[config.mk]
export PLATFORM = sky130hd
export DESIGN_NAME = pipe_ctrl
export DESIGN_NICKNAME = d
export VERILOG_FILES = /design/src/rtl/pipe_ctrl.sv
export SDC_FILE = /design/constraint.sdc
export NUM_CORES = 1
export LEC_CHECK = 0
export BUFFER_PORTS_ARGS = -buffer_cell sky130_fd_sc_hd__buf_2
export CORE_AREA = 2 2 105 107
export CTS_CLUSTER_SIZE = 30
export DETAILED_ROUTE_END_ITERATION = 8
export DIE_AREA = 0 0 107 109
export PLACE_DENSITY = 0.58
export SKIP_LAST_GASP = 1
export SYNTH_ARGS = -nofsm -noshare
export SYNTH_HDL_FRONTEND = slang
export SYNTH_SLANG_ARGS = --single-unit
[constraint.sdc]
create_clock -name clk -period 2.2 [get_ports clk]
set_clock_uncertainty 0.2 [all_clocks]
set_input_delay 0.22 -clock clk [delete_from_list [all_inputs] [get_ports clk]]
set_output_delay 0.22 -clock clk [all_outputs]
set_load 0.05 [all_outputs]
[src/rtl/pipe_ctrl.sv]
// ----------------------------------------------------------------------------
// pipe_ctrl
//   Central pipeline controller.
//   - Merges per-stage stall requests into a per-stage hold vector. The highest
//     requesting stage wins and holds itself plus everything upstream of it.
//   - Sequences exception / ERTN flushes: the redirect target is latched, every
//     stage register is flushed for FLUSH_CYCLES cycles, and a single-cycle PC
//     redirect strobe is issued in the last flush cycle.
//   - Runs a stall watchdog that sets a sticky flag once the pipeline has been
//     stalled for STALL_TIMEOUT consecutive cycles.
//
// Ports
//   clk            clock
//   rst            synchronous, active-high reset
//   stallreq_if    IF needs hold
//   stallreq_id    ID needs hold (load-use etc.)
//   stallreq_ex    EX needs hold (multi-cycle mul/div)
//   stallreq_mem   MEM needs hold (dcache miss)
//   excp_req       exception raised by the instruction in MEM
//   ertn_req       ERTN committing in MEM
//   excp_entry     exception entry address
//   era            exception return address
//   stall[5:0]     [0]PC [1]IF/ID [2]ID/EX [3]EX/MEM [4]MEM/WB [5]WB, 1 = hold
//   flush          clear all stage registers to bubble (registered)
//   new_pc         redirect target, holds the last target after the strobe
//   new_pc_valid   one-cycle redirect strobe (registered)
//   busy           flush sequence in progress (registered)
//   stall_timeout  sticky watchdog flag (registered)
// ----------------------------------------------------------------------------
module pipe_ctrl #(
    parameter int FLUSH_CYCLES  = 1,
    parameter int STALL_TIMEOUT = 1024,
    parameter int PC_W          = 32
) (
    input  logic            clk,
    input  logic            rst,
    input  logic            stallreq_if,
    input  logic            stallreq_id,
    input  logic            stallreq_ex,
    input  logic            stallreq_mem,
    input  logic            excp_req,
    input  logic            ertn_req,
    input  logic [PC_W-1:0] excp_entry,
    input  logic [PC_W-1:0] era,
    output logic [5:0]      stall,
    output logic            flush,
    output logic [PC_W-1:0] new_pc,
    output logic            new_pc_valid,
    output logic            busy,
    output logic            stall_timeout
);

    localparam int             WD_W     = $clog2(STALL_TIMEOUT + 1);
    localparam logic [3:0]     CNT_INIT = 4'(FLUSH_CYCLES - 1);
    localparam logic [WD_W-1:0] WD_MAX  = WD_W'(STALL_TIMEOUT);

    typedef enum logic [0:0] {
        ST_IDLE  = 1'b0,
        ST_FLUSH = 1'b1
    } state_t;

    state_t            state_r;
    state_t            state_next_s;
    logic [3:0]        cnt_r;
    logic [3:0]        cnt_next_s;
    logic [PC_W-1:0]   target_r;
    logic [PC_W-1:0]   target_next_s;
    logic [PC_W-1:0]   new_pc_r;
    logic [PC_W-1:0]   new_pc_next_s;
    logic              flush_r;
    logic              flush_next_s;
    logic              busy_r;
    logic              valid_r;
    logic              valid_next_s;
    logic [WD_W-1:0]   wd_cnt_r;
    logic [WD_W-1:0]   wd_cnt_next_s;
    logic              timeout_r;
    logic              timeout_next_s;
    logic [5:0]        stall_s;

    // Stall priority encoder: the deepest requesting stage holds itself and all upstream stages.
    always_comb begin
        stall_s = 6'b000000;
        if (state_r == ST_IDLE) begin
            if (stallreq_mem) begin
                stall_s = 6'b011111;
            end else if (stallreq_ex) begin
                stall_s = 6'b001111;
            end else if (stallreq_id) begin
                stall_s = 6'b000111;
            end else if (stallreq_if) begin
                stall_s = 6'b000011;
            end else begin
                stall_s = 6'b000000;
            end
        end else begin
            // Everything is being flushed, so nothing needs to hold.
            stall_s = 6'b000000;
        end
    end

    // Flush sequencer next-state logic; flush/strobe are computed one cycle early so they can be registered.
    always_comb begin
        state_next_s  = state_r;
        cnt_next_s    = cnt_r;
        target_next_s = target_r;
        flush_next_s  = 1'b0;
        valid_next_s  = 1'b0;
        case (state_r)
            ST_IDLE: begin
                if (excp_req || ertn_req) begin
                    // Exception takes priority over a simultaneous ERTN.
                    if (excp_req) begin
                        target_next_s = excp_entry;
                    end else begin
                        target_next_s = era;
                    end
                    cnt_next_s   = CNT_INIT;
                    state_next_s = ST_FLUSH;
                    flush_next_s = 1'b1;
                    valid_next_s = (CNT_INIT == 4'd0);
                end else begin
                    state_next_s = ST_IDLE;
                end
            end
            ST_FLUSH: begin
                if (cnt_r == 4'd0) begin
                    state_next_s = ST_IDLE;
                end else begin
                    cnt_next_s   = cnt_r - 4'd1;
                    flush_next_s = 1'b1;
                    // The strobe lands in the final flush cycle, i.e. when the counter reaches zero.
                    valid_next_s = (cnt_r == 4'd1);
                end
            end
            default: begin
                state_next_s = ST_IDLE;
                cnt_next_s   = 4'd0;
            end
        endcase
    end

    // Redirect address only changes when a strobe is about to be presented.
    always_comb begin
        if (valid_next_s) begin
            new_pc_next_s = target_next_s;
        end else begin
            new_pc_next_s = new_pc_r;
        end
    end

    // Watchdog: count consecutive stalled cycles, saturate at the limit, latch the sticky flag.
    always_comb begin
        if ((state_r == ST_FLUSH) || (stall_s == 6'b000000)) begin
            wd_cnt_next_s = {WD_W{1'b0}};
        end else if (wd_cnt_r == WD_MAX) begin
            wd_cnt_next_s = wd_cnt_r;
        end else begin
            wd_cnt_next_s = wd_cnt_r + {{(WD_W-1){1'b0}}, 1'b1};
        end
        if (wd_cnt_next_s == WD_MAX) begin
            timeout_next_s = 1'b1;
        end else begin
            timeout_next_s = timeout_r;
        end
    end

    // State and output registers with synchronous reset; reset overrides any in-flight flush.
    always_ff @(posedge clk) begin
        if (rst) begin
            state_r   <= ST_IDLE;
            cnt_r     <= 4'd0;
            target_r  <= {PC_W{1'b0}};
            new_pc_r  <= {PC_W{1'b0}};
            flush_r   <= 1'b0;
            busy_r    <= 1'b0;
            valid_r   <= 1'b0;
            wd_cnt_r  <= {WD_W{1'b0}};
            timeout_r <= 1'b0;
        end else begin
            state_r   <= state_next_s;
            cnt_r     <= cnt_next_s;
            target_r  <= target_next_s;
            new_pc_r  <= new_pc_next_s;
            flush_r   <= flush_next_s;
            busy_r    <= flush_next_s;
            valid_r   <= valid_next_s;
            wd_cnt_r  <= wd_cnt_next_s;
            timeout_r <= timeout_next_s;
        end
    end

    assign stall         = stall_s;
    assign flush         = flush_r;
    assign busy          = busy_r;
    assign new_pc        = new_pc_r;
    assign new_pc_valid  = valid_r;
    assign stall_timeout = timeout_r;

endmodule

==> parameters.txt <==
Parameter                              Value

Cells and area
  Number of nets in the layout    580
  Commonest cells after routing, fill and taps aside    sky130_fd_sc_hd__nor2_1 (116), sky130_fd_sc_hd__buf_2 (112), sky130_fd_sc_hd__dfxtp_1 (82)
  Antenna Diode Count    0
  Most common library cell in the layout ignoring fill and taps    sky130_fd_sc_hd__nor2_1
  Area overhead of the layout relative to synthesis    24.3%
  Final core area utilization    42.5%
  FILL cells    1057
  Fraction of layout cells with a size suffix above 1    35.4%

Clock tree
  Post-CTS repair timing setup buffer count    0
  Hold buffers post-CTS    0
  Root buffer cell    sky130_fd_sc_hd__clkbuf_8
  Clock slew at reported path FFs    90 ps
  CTS Buf Count    9
  Maximum clock path buffer count    2
  CTS tree    yes
  Clock latency on the worst-skew pair    350 ps
  TritonCTS Sinks    82
  Max H-tree Level    3

Global routing
  Maximum number of pins on one net before global-route repair    72
  Met1 track utilization from global routing    16.8%
  Global-route met3 utilization    2.57%
  GRT busiest layer    met2
  Vias in the first global route    2937
  Antenna violations before repair    0
  Met2 Resource Use GR    24.2%
  Wire length of the first global-routing pass    13.0 mm
  Global-route usage over all layers    14.1%
  Aggregate global routing overflow    0

STA
  Setup repair after global routing missed its margin    no
  Clock period minus worst slack    1980 ps
  Final setup violation count    0
  Final hold violation count    0
  Upper clock frequency limit    504 MHz
  Setup TNS    0 ps
  Slew at the pin with the worst max-slew slack    706 ps
  Worst slew margin relative to its limit    52.9%
  Max-slew violation total from the final report    0
  Crit share post-route    90.1%

Drt
  Drt total wl    7.93 mm
  Remaining antenna violation count    0
  Drt pass-1 iters    4
  Detailed router's first-iteration violation count    89
  DRC Markers    0
  Drt wl/cell    12.2 µm
  Total number of vias    3038
  Routed vias/inst    4.68

Yosys
  Number of enable flip-flop cells after synthesis    0
  Top flip-flop cell by instance count after synthesis    sky130_fd_sc_hd__dfxtp_1
  Total nets after synthesis    475
  Syn Inst Count    399
  Share of the yosys chip area belonging to registers    45.3%
  Distinct cell type count of the synthesized netlist    41
  Number of synthesis warnings    0
  Netlist area before placement    3620 µm²
  Mapped Avg Cell Area    9.08 µm²
  Register bit total from synthesis    82
  Asr flop ratio synth    0%

Die
  Core ar.    10600 µm²
  Effective utilization at floorplan    34.2%
  Die Area    11700 µm²
  Number of top-level pins    114
  Row Count    38
  Die Span Y    109 µm
  Chip Width    107 µm

Critical path
  Worst reg2reg startpoint    wd_cnt_r[0]
  CP max FO    5
  Count of cells along the worst register-to-register path    7
  Critical path data arrival time    2040 ps
  Reg-to-reg setup timing slack    220 ps
  Crit path capture type    register
  Endpoint of the lowest-slack register-to-register path    stall_timeout
  Crit path to    stall_timeout
  Startpoint class of the critical path    register
  Required time worst endpoint    2250 ps
  Critical path class    reg2reg
  Crit. Startpoint    wd_cnt_r[0]

Placed design
  Detailed-placement wirelength estimate    5.53 mm
  Count of buffers from port buffering    112
  Global placement routability congestion    0.860

Pwr
  Maximum ir drop on the vdd rail    0.303 mV
  Final Power    0.00344 W
  Power per unit of standard cell area    763 nW/µm²
  Leakage power figure    2.08 nW

Worst hold path
  Min-delay worst type    in2reg

Run
  Count of maximum capacitance violations    0

Run status
  Outcome    complete, no violations
## timing repair
item                       in CTS  in global routing
resized for setup               0                  1
hold endpoints to repair        0                  0
setup endpoints to repair       0                  1
## cells in the mapped netlist, drive strengths merged (2+ instances only)
library cell | instances | area (µm²)
nor2 | 116 | 435
dfxtp | 82 | 1640
a21oi | 36 | 180
mux2 | 32 | 360
mux2i | 32 | 320
buf | 25 | 158
nor3 | 9 | 50.1
inv | 8 | 30.0
xnor2 | 7 | 61.3
nand3 | 6 | 40.0
nand2 | 5 | 18.8
a31oi | 4 | 25.0
clkbuf | 4 | 15.0
ha | 4 | 50.1
nand2b | 4 | 25.0
nand4 | 3 | 25.0
xor2 | 3 | 26.3
nor4 | 2 | 12.5
nor4b | 2 | 32.5
## sequential cells by signal, summed over array words and instances, names as in the netlist
name / cells
busy: 1
new_pc: 32
stall_timeout: 1
cnt_r: 4
target_r: 32
new_pc_valid: 1
wd_cnt_r: 11
## layout make-up
type | count | area [µm²] | share of cell area, %
well taps | 140 | 175 | 3.89
repair buffers | 123 | 668 | 14.8
inverters | 8 | 30.0 | 0.667
multi-input cells | 280 | 1800 | 40.0
flip-flops and latches | 82 | 1640 | 36.4
clock buffers | 10 | 138 | 3.06
clock inverters | 6 | 48.8 | 1.08
## kinds of logic (layout without fill, tap and decap cells)
kind of cell	count (synthesis)	after routing	synth area share (%)
adders and majority gates	4	4	1.38
other	1	1	0.103
buffers and inverters	37	147	5.59
DFF	82	82	45.3
AOI/OAI and AO/OA	49	49	7.87
xor gates and xnor gates	10	10	2.42
muxes	64	64	18.8
and+or+nand+nor	152	152	18.5
## layer usage
layer  vias up  part of all wire (%)  routed length [µm]
met5         -                     0                   0
met3        14                   4.7                 373
li1       1539                     -                   -
met2        91                    48                3780
met4         0                   2.0                 155
met1      1394                    46                3620
## power breakdown
part / total, W / switching (W) / internal [W]
Clock: 0.00102 / 0.000567 / 0.000452
Sequential: 0.00163 / 0.0000431 / 0.00159
Combinational: 0.000783 / 0.000505 / 0.000278
Total: 0.00344 / 0.00112 / 0.00232
## per-stage QoR
stage / hold WS [ps] / worst slack [ps] / cells / cell area, µm²
floorplan: 251 / 51.8 / 399 / 3620
global placement: 262 / 334 / 633 / 4310
detailed placement: 272 / 146 / 633 / 4310
CTS: 27.5 / 147 / 649 / 4500
global route: 47.2 / 80.8 / 649 / 4500
finish: 49.8 / 217 / 649 / 4500
## worst max-delay path: stages, from the launching register on
cell and delay [ps]:
sky130_fd_sc_hd__dfxtp_1 350, sky130_fd_sc_hd__inv_1 130, sky130_fd_sc_hd__ha_1 190, sky130_fd_sc_hd__nor3b_2 230
sky130_fd_sc_hd__nand3_2 140, sky130_fd_sc_hd__a21boi_0 230, sky130_fd_sc_hd__o311ai_1 150, sky130_fd_sc_hd__o41ai_2 280
## how the worst min path moves through the flow
stage | slack [ps] | startpoint | end | cells after the start
floorplan | 250 | ertn_req | busy | 2
global placement | 260 | new_pc[15] | new_pc[15] | 2
detailed placement | 270 | new_pc[14] | new_pc[14] | 2
CTS | 30 | excp_entry[24] | target_r[24] | 4
global route | 50 | era[17] | target_r[17] | 4
finish | 50 | excp_entry[17] | target_r[17] | 4
No activity file was read; power rests on OpenSTA's default activity.
